$ cat src/rtl/store_checker_pkg.sv
// Shared types and constants for the store_checker self-check monitor.
// Optional feature macro: STORE_CHECKER_ORDERED_EN (in-order matching rule).
package store_checker_pkg;

  typedef enum logic [1:0] {
    ST_IDLE = 2'd0,
    ST_RUN  = 2'd1,
    ST_PASS = 2'd2,
    ST_FAIL = 2'd3
  } state_e;

  localparam logic [1:0] FC_NONE     = 2'd0;
  localparam logic [1:0] FC_BAD_DATA = 2'd1;
  localparam logic [1:0] FC_TIMEOUT  = 2'd2;
  localparam logic [1:0] FC_ORDER    = 2'd3;

  // Width of fail_idx / next_idx and the largest supported table size.
  localparam int IDX_W      = 4;
  localparam int MAX_CHECKS = 16;

  // Index of the lowest set bit; 0 when no bit is set.
  function automatic logic [IDX_W-1:0] lowest_set(input logic [MAX_CHECKS-1:0] v);
    logic [IDX_W-1:0] r;
    r = '0;
    for (int i = MAX_CHECKS - 1; i >= 0; i--) begin
      if (v[i]) r = IDX_W'(i);
    end
    return r;
  endfunction

endpackage

$ cat src/rtl/store_check_slot.sv
// One expected address/data entry: latches the pair on load and reports
// whether the current store hits its address and carries the expected data.
module store_check_slot
  import store_checker_pkg::*;
#(
  parameter int ADDR_W = 32,
  parameter int DATA_W = 32
) (
  input  logic              clk,
  input  logic              reset,
  input  logic              load,
  input  logic [ADDR_W-1:0] load_addr,
  input  logic [DATA_W-1:0] load_data,
  input  logic [ADDR_W-1:0] wr_addr,
  input  logic [DATA_W-1:0] wr_data,
  output logic              addr_hit,
  output logic              data_ok
);

  logic [ADDR_W-1:0] exp_addr_q, exp_addr_d;
  logic [DATA_W-1:0] exp_data_q, exp_data_d;

  // Capture a fresh expected pair only when the checker is armed.
  always_comb begin
    exp_addr_d = exp_addr_q;
    exp_data_d = exp_data_q;
    if (load) begin
      exp_addr_d = load_addr;
      exp_data_d = load_data;
    end
  end

  // Expected-pair storage.
  always_ff @(posedge clk or posedge reset) begin
    if (reset) begin
      exp_addr_q <= '0;
      exp_data_q <= '0;
    end else begin
      exp_addr_q <= exp_addr_d;
      exp_data_q <= exp_data_d;
    end
  end

  assign addr_hit = (wr_addr == exp_addr_q);
  assign data_ok  = (wr_data == exp_data_q);

endmodule

$ cat config.mk
export PLATFORM = sky130hd
export DESIGN_NAME = store_check_slot
export DESIGN_NICKNAME = d
export VERILOG_FILES = /design/src/rtl/store_checker_pkg.sv /design/src/rtl/store_check_slot.sv
export SDC_FILE = /design/constraint.sdc
export NUM_CORES = 1
export LEC_CHECK = 0
export ABC_AREA = 1
export CORE_UTILIZATION = 42
export CTS_BUF_LIST = sky130_fd_sc_hd__clkbuf_8
export DETAILED_ROUTE_END_ITERATION = 10
export PLACE_DENSITY = 0.9
export SLEW_MARGIN = 10
export SYNTH_ARGS = -nofsm -noshare
export SYNTH_HDL_FRONTEND = slang
export SYNTH_SLANG_ARGS = --single-unit
export TNS_END_PERCENT = 100
$ cat constraint.sdc
create_clock -name clk -period 2.05 [get_ports clk]
set_input_delay 0.41 -clock clk [delete_from_list [all_inputs] [get_ports clk]]
set_output_delay 0.41 -clock clk [all_outputs]
set_load 0.01 [all_outputs]
# Word level (Yosys, flattened, before mapping)
# Index checks and enable logic that the tools add are counted.
[word_totals]
ff_bits = 64
inputBits = 131
[op_classes]
n_eq_ne = 2
[op_table]
columns = ["op", "count"]
rows = [
  ["32-bit == test", 2],
]

# Logic depth before layout (Yosys ltp)
# Gate-level depths: netlist of run 1.
[logic_depth]
ltp_word = 1
ltp_mapped = 8
ltp_nobuf = 8

# Worst setup path before layout of run 1
# OpenSTA, ideal clock, no wires.
[synth_path]
path_type = "in2out"
start = "input wr_addr[17]"
end = "output addr_hit"
t_arrival_ps = 967
stages = 8
setup_slack_ps = 673
path_buffers = 0
cell_sequence = "inv_1 -> nand2_1 -> nand2_1 -> nor2_1 -> nand2_1 -> nor2_1 -> nand2_1 -> nor2_1"
[synth_via]
elab_chain_cells = 1
[synth_lines]
columns = ["item", "line", "text"]
rows = [
  ["start, declared", "store_check_slot.sv:14", "input logic [ADDR_W-1:0] wr_addr,"],
  ["32-bit == test", "store_check_slot.sv:44", "assign addr_hit = (wr_addr == exp_addr_q);"],
  ["end, declared", "store_check_slot.sv:16", "output logic addr_hit,"],
]
# No other way between the ends.

# Worst setup path in the final report of run 1
[layout_path]
start = "input wr_data[3]"
end = "output data_ok"
[layout_via]
elab_chain_cells = 1
[layout_lines]
columns = ["item", "line", "text"]
rows = [
  ["start, declared", "store_check_slot.sv:15", "input logic [DATA_W-1:0] wr_data,"],
  ["32-bit == test", "store_check_slot.sv:45", "assign data_ok = (wr_data == exp_data_q);"],
  ["end, declared", "store_check_slot.sv:17", "output logic data_ok"],
]
# No other way between the ends.

==> results of run 1 <==
## critical path, delay by kind of cell
family                 cells  cell delay, ns
buffers and inverters      3            0.67
and+or+nand+nor            7            0.52
## routing by layer
metal	up-vias	global-route usage [%]	part of all wire, %	wire, um
met2	115	40.4	52	4880
met1	1666	22.2	40	3740
met5	-	0	0	0
met3	17	4.63	5.7	534
met4	0	8.84	2.0	183
li1	1889	-	-	-
## synth_stat cells
cell,number,share of area (%)
dfrtp_1,64,44
mux2_2,6,1.8
clkbuf_1,3,0.31
buf_2,2,0.27
nand2_1,252,26
nor2_1,42,4.3
buf_4,2,0.41
buf_6,6,1.8
xor2_1,6,1.4
o21ai_0,58,7.9
inv_1,117,12
## power by group
part	total, W	leakage (nW)	switching [W]	internal, W
registers	0.00144	0.774	0.0000598	0.00138
logic	0.000688	2.44	0.000331	0.000357
clock network	0.00116	0.117	0.000476	0.000689
## flip-flops by register name, indices dropped and copies added (netlist names)
signal,cells
exp_addr_q,32
exp_data_q,32
## path summary, 6_finish.rpt
path                                start        endpoint  cells past startpoint  slack [ns]
setup / recovery               wr_data[3]         data_ok                     10        0.05
hold / removal                      reset  exp_addr_q[16]                      2        0.44
setup reg to reg           exp_data_q[28]  exp_data_q[28]                      1        1.28
hold reg to reg             exp_addr_q[6]   exp_addr_q[6]                      1        0.53
max in group asynchronous           reset  exp_addr_q[28]                      3        1.09
min in group clk            exp_addr_q[6]   exp_addr_q[6]                      1        0.53
## layout make-up
type	instances	share of cell area (%)
Inverter	117	8.10
Multi-Input combinational cell	364	28.3
Sequential cell	64	29.5
Clock buffer	13	3.30
Timing Repair Buffer	138	27.6
Tap cell	105	2.42
Clock inverter	3	0.716
## per-stage QoR
stage          util (%)  power, W  setup TNS (ns)  hold slack [ns]
2_1_floorplan         -   0.00180               0            0.501
3_3_place_gp       61.0   0.00213          -0.937            0.509
3_5_place_dp       61.0   0.00217          -0.932            0.519
4_1_cts            63.4   0.00333               0            0.440
5_1_grt            65.0   0.00348         -0.0148            0.471
6_report           65.0   0.00329               0            0.437
## what timing repair did
action | 4_1_cts | 5_1_grt
resized for setup | 27 | 53
buffers inserted | 0 | 0
gates cloned | 0 | 0
endpoints found under the setup margin | 2 | 2
pin swaps | 19 | 49
## cell families (layout without fill, tap and decap cells)
logic type / Yosys count / after routing / share of synthesized area, %
simple gates: 294 / 294 / 30.2
buf+inv: 130 / 271 / 14.8
flops: 64 / 64 / 43.8
compound gates: 58 / 58 / 7.93
xor+xnor: 6 / 6 / 1.44
mux: 6 / 6 / 1.85
==> results.md, run 1 <==
* Sequential element share of the synthesized area at 43.8%
* Drt total wl at 9340 um
* YS warnings at 0
* Cts hold-fix bufs at 0
* Crit path required time at 1.64 ns
* Post-DP Area at 0.00509 mm2
* Flip-flop and latch count after synthesis at 64
* First-pass GRT wire length at 15,000 um
* Crit-path most repeated cell: nand2_1
* Worst Tran Pin Value at 0.532 ns
* Setup Skew at 0 ns
* Area of the multi-input gates at 0.00154 mm2
* Post-DRT Antenna Nets at 0
* Synthesized area per cell at 6.56 um2
* H-Tree Level Count at 3
* Crit-path cells: clkdlybuf4s50_1, inv_1, nand2_1, nand2_1, nor2_1, nand2_1, nor2_1, nand2_1, nor2_2, buf_2
* Area delta synth->final at 48.2%
* Final Cycle Share at 97.7%
* Worst-path clk slew at 0.07 ns
* Root Driver: clkbuf_8
* Arrival time worst endpoint at 1.59 ns
* Max-cap viol count at 0
* Slowest CP cell: clkdlybuf4s50_1
* Final hold viol count at 0
* Die Y-Extent at 95.3 um
* Layout cells sized above 1 at 5.87%
* Fin area at 0.00542 mm2
* Syn_nets at 689
* Non-filler cells, final at 804
* Core area at 0.00834 mm2
* Rows at 33
* Number of global-route vias before repair at 3,748
* Port bufs at 132
* Static leakage at 3.33 nW
* Max Slew Vio Count at 0
* Total number of vias at 3,687
* DR pass1 iterations at 4
* Final setup fails at 0
* PD cells at 607 mW/mm2
* Die W at 95.3 um
* Avg Vias per Cell at 4.59
* CP Class: in -> out
* Pre-CTS setup slack at -0.471 ns
* Layout net count at 825
* Slowest cell delay on critical path at 0.49 ns
* Post-Place Cells at 788
* Most frequent cells in the layout: nand2_1, inv_1, clkdlybuf4s50_1
* Post-DR wirelength/cell at 11.6 um
* Syn Std Cell Area at 0.00366 mm2
* CP Max Fanout at 2
* Die area at 0.00909 mm2
* Storage element area at 0.00160 mm2
* CTS Buffer Depth at 2
* Worst VDD drop at 0.000326 V
* Gpl congestion at 0.760
* CTS tree: yes
* Number of buffers created by CTS at 9
* Fmax at 499 MHz
* Syn Inst Count at 558
* TritonCTS Sinks at 64
* DP Wirelength at 7030 um
* Worst Setup End Kind: output pin
* Antenna violations before repair at 0
* Crit start category: input pin
* I/O Pins at 133
* Starting density of the core at 43.9%
* Worst hold path class: in -> async
* Congestion Overflow GR at 0
* Largest net degree at the start of global routing at 55
* Residual DRC at 0
* Fin worst setup slack at 0.0470 ns
* Total track usage at 21.2%
* Status: complete, no violations
* Final critical-path required period at 2.00 ns
* Unique masters post-synth at 11
* Slew HR at 64.5%
* Ant. Diodes at 0
* Commonest non-fill, non-tap cell in the layout: nand2_1
* Fill cell count at 722
* First DRT Iteration DRCs at 57
* Later-pin clock latency in the skew report at 0.32 ns
Note: power is estimated with default switching activity, not from simulation.
==> inputs of run 2 (changes only) <==
- CTS_CLUSTER_DIAMETER: not set -> 40
- SKIP_LAST_GASP: not set -> 1
==> results of run 2 <==
Same layout as run 1: the final DEF is identical, and so are final timing and power.
==> inputs of run 3 (changes only) <==
--- a/config.mk
+++ b/config.mk
@@ -13,5 +13,4 @@
 export PLACE_DENSITY = 0.9
 export SKIP_LAST_GASP = 1
-export SLEW_MARGIN = 10
 export SYNTH_ARGS = -nofsm -noshare
 export SYNTH_HDL_FRONTEND = slang
==> constraint.sdc (replaced) <==
create_clock -name clk -period 2.05 [get_ports clk]
set_input_delay 0.5125 -clock clk [delete_from_list [all_inputs] [get_ports clk]]
set_output_delay 0.5125 -clock clk [all_outputs]
set_load 0.01 [all_outputs]
==> results.md, run 3 (synthesis gave the netlist of run 1 again) <==
* Worst-path clk slew at 0.06 ns (about the same)
* Commonest non-fill, non-tap cell in the layout: nand2_1
* Layout net count at 827 (+0.24%)
* Cts hold-fix bufs at 0 (unchanged)
* CP Class: in -> out
* Crit path required time at 1.54 ns (-0.10 ns)
* Max-cap viol count at 0 (unchanged)
* Layout cells sized above 1 at 6.14% (+0.28 points)
* TNS Setup at 0 ns (unchanged)
* Antenna violations before repair at 0 (unchanged)
* Total track usage at 20.6% (-0.65 points)
* First-pass GRT wire length at 14,600 um (-2.5%)
* TritonCTS Sinks at 64 (unchanged)
* Residual DRC at 0 (unchanged)
* Met2 WL at 4810 um (-1.6%)
* Number of buffers created by CTS at 9 (unchanged)
* Avg Vias per Cell at 4.47 (-2.5%)
* DP Wirelength at 7090 um (+0.86%)
* I/O Pins at 133 (unchanged)
* Largest regs: exp_addr_q (32), exp_data_q (32)
* Crit start category: input pin
* Core area at 0.00834 mm2 (unchanged)
* Fmax at 501 MHz (+0.26%)
* Max Slew Vio Count at 0 (unchanged)
* PD cells at 606 mW/mm2 (-0.23%)
* CP Max Fanout at 1 (-1)
* Area delta synth->final at 42.0%
* Congestion Overflow GR at 0 (unchanged)
* Gpl congestion at 0.759 (about the same)
* Die area at 0.00909 mm2 (unchanged)
* Max Used Layer: met4
* Wl on met1 at 3690 um (-1.2%)
* Total power at 0.00315 W (-4.4%)
* Post-Place Cells at 789 (+0.13%)
* Static leakage at 2.92 nW (-12%)
* Final hold viol count at 0 (unchanged)
* Starting density of the core at 43.9% (unchanged)
* First DRT Iteration DRCs at 106 (+86%)
* Root Driver: clkbuf_8
* Arrival time worst endpoint at 1.49 ns (-0.10 ns)
* Slew HR at 67.3% (+2.8 points)
* Total number of vias at 3,601 (-2.3%)
* Ant. Diodes at 0 (unchanged)
* Worst VDD drop at 0.000270 V (-17%)
* Non-filler cells, final at 805 (+0.12%)
* Rows at 33 (unchanged)
* Area of the multi-input gates at 0.00153 mm2 (-0.33%)
* CTS tree: yes
* CTS Buffer Depth at 2 (unchanged)
* Post-DR wirelength/cell at 11.3 um (-2.3%)
* Final Cycle Share at 97.5% (-0.25 points)
* Final critical-path required period at 2.00 ns (-0.00511 ns)
* DR pass1 iterations at 4 (unchanged)
* Final setup fails at 0 (unchanged)
* DR WL met3 at 522 um (-2.2%)
* Worst hold path class: reg -> reg
* Drt total wl at 9130 um (-2.2%)
* Largest net degree at the start of global routing at 52 (-5.5%)
* Number of global-route vias before repair at 3,624 (-3.3%)
* RSZ-0062 raised after global routing: true
* H-Tree Level Count at 3 (unchanged)
* Storage element area at 0.00160 mm2 (unchanged)
* Die W at 95.3 um (unchanged)
* Fill cell count at 766 (+6.1%)
* Status: complete, no violations
* Worst Tran Pin Value at 0.490 ns (-0.0417 ns)
* Setup Skew at 0 ns (unchanged)
* Later-pin clock latency in the skew report at 0.32 ns (about the same)
* Worst Setup End Kind: output pin
* Die Y-Extent at 95.3 um (unchanged)
* Post-DRT Antenna Nets at 0 (unchanged)
* Most frequent cells in the layout: nand2_1, inv_1, clkdlybuf4s50_1
* Port bufs at 132 (unchanged)
## run 3: stage by stage
stage,utilization [%],hold slack [ns],cell area [um2],setup slack [ns]
4_1_cts,62.0,0.531,5170,0.0180
2_1_floorplan,-,0.501,3660,0.468
6_report,62.3,0.527,5190,0.0521
3_5_place_dp,60.7,0.518,5060,-0.652
3_3_place_gp,60.7,0.510,5060,-0.689
5_1_grt,62.3,0.559,5190,-0.0643
## run 3: report_power, final
part	leakage (nW)	total, W	switching [W]	internal (W)
sequential	0.774	0.00144	0.0000654	0.00138
clock	0.101	0.00104	0.000462	0.000578
combinational	2.05	0.000662	0.000327	0.000335
## run 3: worst max-delay path, cell delays in order
cell and delay (ns):
dlygate4sd2_1 0.25, xor2_1 0.15, nor2_2 0.12, nand2_1 0.06, nor2_1 0.10, nand2_1 0.05
nor2_1 0.10, buf_2 0.14
## run 3: layer usage
layer  GRT usage [%]  vias to the layer above
li1                -                     1891
met1            21.8                     1613
met2            39.8                       88
met3            4.07                        9
met4            7.20                        0
met5               0                        -
## run 3: cell type report
cell class                      count  area share (%)
Multi-Input combinational cell    364            29.5
Sequential cell                    64            30.8
Timing Repair Buffer              140            25.0
Tap cell                          105            2.53
Inverter                          117            8.53
Clock inverter                      5           0.964
Clock buffer                       10            2.65
## run 3: worst paths after layout
| check | slack [ns] | depth (start not counted) | start | endpoint |
|---|---|---|---|---|
| setup / recovery | 0.05 | 8 | wr_data[6] | data_ok |
| hold / removal | 0.53 | 1 | exp_addr_q[6] | exp_addr_q[6] |
| setup reg to reg | 1.16 | 2 | exp_addr_q[2] | exp_addr_q[2] |
| hold reg to reg | 0.53 | 1 | exp_addr_q[6] | exp_addr_q[6] |
| max in group asynchronous | 1.06 | 3 | reset | exp_addr_q[29] |
| min in group asynchronous | 0.65 | 3 | reset | exp_data_q[24] |
## run 3: timing repair
| item | 4_1_cts | 5_1_grt |
|---|---|---|
| setup buffers | 0 | 1 |
| setup endpoints to repair | 2 | 2 |
| pin swaps | 39 | 21 |
| endpoints found under the hold margin | 0 | 0 |
| gates resized for setup | 77 | 15 |
